<file path="src/rtl/sc_mux_adder_n.sv">
// N-channel stochastic adder: scaled MUX sum (LFSR select) or saturating OR sum,
// plus a registered nummax sum and a fixed-length window ones counter.
module sc_mux_adder_n #(
  parameter int          NCH      = 4,
  parameter int          MW       = 9,
  parameter int          SEL_W    = $clog2(NCH),
  parameter int          WIN_LOG  = 8,
  parameter logic [15:0] SEED_DEF = 16'hACE1
) (
  input  logic                   clkB,
  input  logic                   rstB_n,
  input  logic                   en,
  input  logic                   mode,
  input  logic                   seed_ld,
  input  logic [15:0]            seed,
  input  logic [NCH-1:0]         bits_in,
  input  logic [NCH*MW-1:0]      nummax_in,
  output logic                   c,
  output logic                   c_valid,
  output logic [MW+SEL_W-1:0]    newnummax,
  output logic [WIN_LOG:0]       count,
  output logic                   count_valid
);

  localparam logic [WIN_LOG-1:0] BIT_LAST = '1;

  logic [15:0]          lfsr_q, lfsr_d;
  logic                 c_q, c_d;
  logic                 c_valid_q, c_valid_d;
  logic [MW+SEL_W-1:0]  newnummax_q, newnummax_d;
  logic [WIN_LOG:0]     ones_q, ones_d;
  logic [WIN_LOG-1:0]   bitcnt_q, bitcnt_d;
  logic [WIN_LOG:0]     count_q, count_d;
  logic                 count_valid_q, count_valid_d;

  logic [SEL_W-1:0]     sel;
  logic                 lfsr_fb;
  logic [WIN_LOG:0]     ones_inc;

  assign sel     = lfsr_q[SEL_W-1:0];
  // Taps 16,14,13,11 in right-shift Fibonacci form.
  assign lfsr_fb = lfsr_q[0] ^ lfsr_q[2] ^ lfsr_q[3] ^ lfsr_q[5];

  always_comb begin
    lfsr_d = lfsr_q;
    if (seed_ld) begin
      lfsr_d = (seed == 16'h0000) ? SEED_DEF : seed;
    end else if (en) begin
      lfsr_d = {lfsr_fb, lfsr_q[15:1]};
    end
  end

  // The bit uses the pre-update select even on a seed-load cycle.
  always_comb begin
    c_d       = c_q;
    c_valid_d = en;
    if (en) begin
      c_d = mode ? (|bits_in) : bits_in[sel];
    end
  end

  always_comb begin
    newnummax_d = '0;
    for (int i = 0; i < NCH; i++) begin
      newnummax_d = newnummax_d + {{SEL_W{1'b0}}, nummax_in[i*MW +: MW]};
    end
  end

  assign ones_inc = ones_q + {{WIN_LOG{1'b0}}, c_q};

  always_comb begin
    ones_d        = ones_q;
    bitcnt_d      = bitcnt_q;
    count_d       = count_q;
    count_valid_d = 1'b0;
    if (c_valid_q) begin
      bitcnt_d = bitcnt_q + WIN_LOG'(1);
      if (bitcnt_q == BIT_LAST) begin
        count_d       = ones_inc;
        count_valid_d = 1'b1;
        ones_d        = '0;
      end else begin
        ones_d = ones_inc;
      end
    end
  end

  always_ff @(posedge clkB) begin
    if (!rstB_n) begin
      lfsr_q        <= SEED_DEF;
      c_q           <= 1'b0;
      c_valid_q     <= 1'b0;
      newnummax_q   <= '0;
      ones_q        <= '0;
      bitcnt_q      <= '0;
      count_q       <= '0;
      count_valid_q <= 1'b0;
    end else begin
      lfsr_q        <= lfsr_d;
      c_q           <= c_d;
      c_valid_q     <= c_valid_d;
      newnummax_q   <= newnummax_d;
      ones_q        <= ones_d;
      bitcnt_q      <= bitcnt_d;
      count_q       <= count_d;
      count_valid_q <= count_valid_d;
    end
  end

  assign c           = c_q;
  assign c_valid     = c_valid_q;
  assign newnummax   = newnummax_q;
  assign count       = count_q;
  assign count_valid = count_valid_q;

endmodule

</file>
<file path="config.mk">
export PLATFORM = sky130hd
export DESIGN_NAME = sc_mux_adder_n
export DESIGN_NICKNAME = d
export VERILOG_FILES = /design/src/rtl/sc_mux_adder_n.sv
export SDC_FILE = /design/constraint.sdc
export NUM_CORES = 1
export LEC_CHECK = 0
export CAP_MARGIN = 5
export CORE_MARGIN = 5
export CORE_UTILIZATION = 40
export DETAILED_ROUTE_END_ITERATION = 12
export PLACE_DENSITY = 0.7
export SYNTH_ARGS = -nofsm -noshare
export SYNTH_HDL_FRONTEND = slang
export SYNTH_SLANG_ARGS = --single-unit
</file>
<file path="constraint.sdc">
create_clock -name clkB -period 3.9 [get_ports clkB]
set_clock_uncertainty 0.2 [all_clocks]
set_input_delay 0.585 -clock clkB [delete_from_list [all_inputs] [get_ports clkB]]
set_output_delay 0.585 -clock clkB [all_outputs]
set_load 0.02 [all_outputs]
</file>
-- After elaboration in Yosys (flattened, before gate mapping)
Cells that the tools add are included.
- register bits: 56
- input port bits: 61
- output and inout port bits: 23
- word-level logic and storage cells: 31
- $add $sub $neg: 5
- $lt $le $gt $ge: 1
- equality and inequality tests: 1
- multiplexer cells: 8
- bitwise operators: 3
- reductions and logical operators: 5
- operators by type and width (operator ; number):
    $mux 16 ; 3
    $logic_not 16->1 ; 1
    $add 10x9->11 ; 1
    $add 11x9->11 ; 1
    $add 9x9->10 ; 1
    $add 9x1->9 ; 1
    $mux 9 ; 1
    $add 8x1->8 const B ; 1
    $eq 8x8->1 const B ; 1
    $reduce_and 2->1 ; 2
    $reduce_or 4->1 ; 1
    $lt 2x3->1 const B ; 1
    $mux 1 ; 3
    $xor 1x1->1 ; 3
    $bmux 1 s2 ; 1
    $reduce_bool 2->1 ; 1

-- Longest topological paths before layout
- word-level depth: 5
- depth in mapped cells: 9
- depth with buffers taken out: 9

-- Worst setup path after synthesis
Ideal clock, no wire load.
- kind: input to register
- start point: in nummax_in[7]
- end point: reg newnummax_q[9] (netlist: newnummax[9])
- setup time: 72 ps
- arrival: 2797 ps
- data required time: 3628 ps
- path slack: 832 ps
- stages: 9
- path buffers: 0
- cell sequence: inv_1 -> fa_1 -> fa_1 -> inv_1 -> ha_1 -> a21o_1 -> or3_1 -> o22ai_1 -> mux2i_1
- longest elaborated chain between the ends: 3
- ends and longest elaborated chain (element ; line ; RTL):
    start: declaration ; 17 ; input logic [NCH*MW-1:0] nummax_in,
    $add 9x9->10 ; 65 ; newnummax_d = newnummax_d + {{SEL_W{1'b0}}, nummax_in[i*MW +: MW]};
    $add 10x9->11 ; 65 ;
    $add 11x9->11 ; 65 ;
    end signal: assignment ; 102 ; newnummax_q <= newnummax_d;
    end: declaration ; 30 ; logic [MW+SEL_W-1:0] newnummax_q, newnummax_d;
No other way between the ends.
A chain may end at the register's enable or synchronous reset.

-- Worst setup path after layout
- start point: in nummax_in[3]
- end point: reg newnummax_q[8] (netlist: newnummax[8])
Same word-level chain as after synthesis.

==> metrics.md <==
| Metric | Value |
|---|---|
| Initial antenna violation count | `0` |
| Post-DRT Antenna Nets | `0` |
| Total grt overflow | `0` |
| Post-CTS Setup Bufs | `0` |
| Final Critical Period | `approximately 3400 ps` |
| Detailed Place HPWL | `roughly 5400 um` |
| F_max | `~300 MHz` |
| CTS max path bufs | `2` |
| Synthesized flop and latch total | `56` |
| Mean post-synth cell area | `about 9 um^2` |
| CP Class | `input port to flip-flop` |
| Total track usage | `0.143` |
| Placer Congestion | `about 0.79` |
| Setup TNS | `0 ps` |
| Via count | `around 2700` |
| Final-report setup violation count | `0` |
| Critical path's top delay family | `adder cells` |
| Hold Vio Cnt, Final | `0` |
| Post-DP Area | `roughly 4100 um^2` |
| IO Port Bufs | `just over 80` |
| Gates resized, CTS repair | `0` |
| Clock-pin transition on the worst setup and hold timing paths | `100 ps` |
| Largest net degree at the start of global routing | `32` |
| Layout net count | `between 500 and 600` |
| Vias in the first global route | `2702` |
| Critical Path Max Stage Delay | `between 500 and 600 ps` |
| Post-synthesis sequential area ratio | `0.348` |
| Post-synth cell types | `42` |
| Most common cell after layout, fill and taps aside | `clkdlybuf4s50_1` |
| Total wire length | `around 6900 um` |
| Number of buffers created by CTS | `5` |
| Die area | `roughly 10000 um^2` |
| First-pass GRT wire length | `11900 um` |
| CTS Sinks | `56` |
| Ant. Diodes | `0` |
| Fin crit share | `0.859` |
| Syn. warnings | `0` |
| Iter 0 DRT Violations | `100` |
| CP Cell Sequence | `clkdlybuf4s50_1, inv_1, fa_1, fa_1, inv_1, ha_1, nand3_1, a211oi_1, o21a_1, nor3_1` |
| Most frequent cells in the layout | `83 x clkdlybuf4s50_1, 56 x dfxtp_1, 50 x inv_1, 40 x nor2_1, 20 x nand2_1` |
| Wire length per cell | `12.8 um` |
| Slew headroom | `0.326` |
| Buffers & Inverters on Critical Path | `3` |
| Starting Density | `0.414` |
| P per Cell Area | `around 360 nW/um^2` |
| Syn Std Cell Area | `around 3200 um^2` |
| DRC viols | `0` |
| Hold buffers post-CTS | `0` |
| RSZ-0062 raised after global routing | `no` |
| WP data required | `approximately 3900 ps` |
| Type of destination of the critical path | `flip-flop` |
| Critical Path Source Type | `input port` |
| DR vias/cell | `around 5` |
| Worst min-delay path class | `flip-flop to flip-flop` |
| Drt pass-1 iters | `5` |
| Post-route cell area | `between 4000 and 5000 um^2` |
| CP max FO | `4` |
| Static leakage | `about 1.8 nW` |
| H-tree depth | `2` |
| Core area | `about 8000 um^2` |
| Horiz. Die Dim | `between 90 and 100 um` |
| Post-Syn Instances | `360` |
| Row count | `32` |
| CTS tree | `yes` |
| Max Slew Vio Count | `0` |
| Clk_lat worst skew | `between 300 and 400 ps` |
| Area Growth Syn to Fin | `31.3%` |
| Least-Margin Pin Slew | `~1000 ps` |
| Outcome | `finished, final reports clean` |
| Die height | `99.7 um` |
| Max_cap viols | `0` |
| Root Driver | `clkbuf_8` |
| Crit path DAT | `roughly 3300 ps` |
| Layout cells sized above 1 | `0.0548` |
| Peak VDD IR | `0.164 mV` |
| Slowest CP cell | `fa_1` |
| Syn Nets | `~450` |
| IO Pins | `84` |
-- kinds of logic after synthesis --
group | Yosys count | synth area share
buf+inv | 65 | 0.0766
simple gates | 108 | 0.164
flops | 56 | 0.348
mux | 20 | 0.0688
compound gates | 57 | 0.117
xor+xnor | 23 | 0.0626
fa+ha+maj | 31 | 0.163
-- sequential cells by signal (all words and copies together) (netlist names) --
register	cells
count_valid	1
bitcnt_q	8
c_valid	1
count	9
c	1
ones_q	9
lfsr_q	16
newnummax	11
-- final timing paths --
kind                                from                      end  slack [ps]  cells after the start
setup / recovery            nummax_in[3]  newnummax[8]$_SDFF_PN0_         550                     10
hold / removal    ones_q[0]$_SDFFE_PN0P_   ones_q[0]$_SDFFE_PN0P_         300                      1
setup reg to reg      c_valid$_SDFF_PN0_   ones_q[8]$_SDFFE_PN0P_        1400                      4
hold reg to reg   ones_q[0]$_SDFFE_PN0P_   ones_q[0]$_SDFFE_PN0P_         300                      1
-- synthesized netlist by cell type (all sizes together) --
cell | count | area (um^2)
dfxtp | 56 | 1120
inv | 50 | 188
nor2 | 40 | 150
nand2 | 20 | 75.1
a21oi | 19 | 95.1
fa | 18 | 360
xor2 | 14 | 123
ha | 13 | 163
mux2i | 12 | 120
clkbuf | 11 | 41.3
nand3 | 10 | 50.1
o21ai | 9 | 45.0
xnor2 | 9 | 78.8
nor3 | 8 | 45.0
o22ai | 8 | 50.1
mux2 | 7 | 78.8
a211oi | 6 | 45.0
nand4 | 6 | 37.5
or3 | 6 | 37.5
or4 | 5 | 48.8
buf | 4 | 17.5
and2 | 3 | 18.8
nor2b | 3 | 18.8
o21a | 3 | 22.5
a21o | 2 | 15.0
a22o | 2 | 17.5
and3 | 2 | 12.5
nand2b | 2 | 12.5
nor4 | 2 | 12.5
o2111ai | 2 | 17.5
a21boi | 1 | 7.51
a31o | 1 | 8.76
a31oi | 1 | 6.26
and4 | 1 | 8.76
mux4 | 1 | 22.5
o311a | 1 | 10.0
o31a | 1 | 8.76
o41ai | 1 | 27.5
-- power breakdown --
| group | total (mW) | switching (mW) | internal (mW) |
|---|---|---|---|
| sequential | 0.648 | 0.0235 | 0.624 |
| combinational | 0.550 | 0.272 | 0.277 |
| clock | 0.324 | 0.181 | 0.142 |
| total | 1.52 | 0.477 | 1.04 |
-- layer usage --
| layer | track usage | part of all wire | routed length, um |
|---|---|---|---|
| met1 | 0.183 | 0.46 | 3170 |
| met4 | 0.0252 | 0.0053 | 37 |
| met3 | 0.0351 | 0.059 | 408 |
| met5 | 0 | 0 | 0 |
| met2 | 0.247 | 0.48 | 3310 |
-- stage by stage --
step	hold slack [ps]	util	cells	power [mW]	setup WS [ps]
global placement	267	0.532	532	1.20	308
finish	299	0.544	540	1.52	549
CTS	307	0.544	540	1.53	566
floorplan	253	-	360	1.00	832
global route	328	0.544	540	1.63	383
detailed placement	278	0.532	532	1.21	244
-- cell type report --
class / instances / area, um^2
fillers: 736 / 3540
multi-input cells: 239 / 1850
flip-flops and latches: 56 / 1120
repair buffers: 85 / 846
inverters: 50 / 188
well taps: 102 / 128
clock buffers: 6 / 82.6
clock inverters: 2 / 10.0
(Power assumes the default switching activity.)
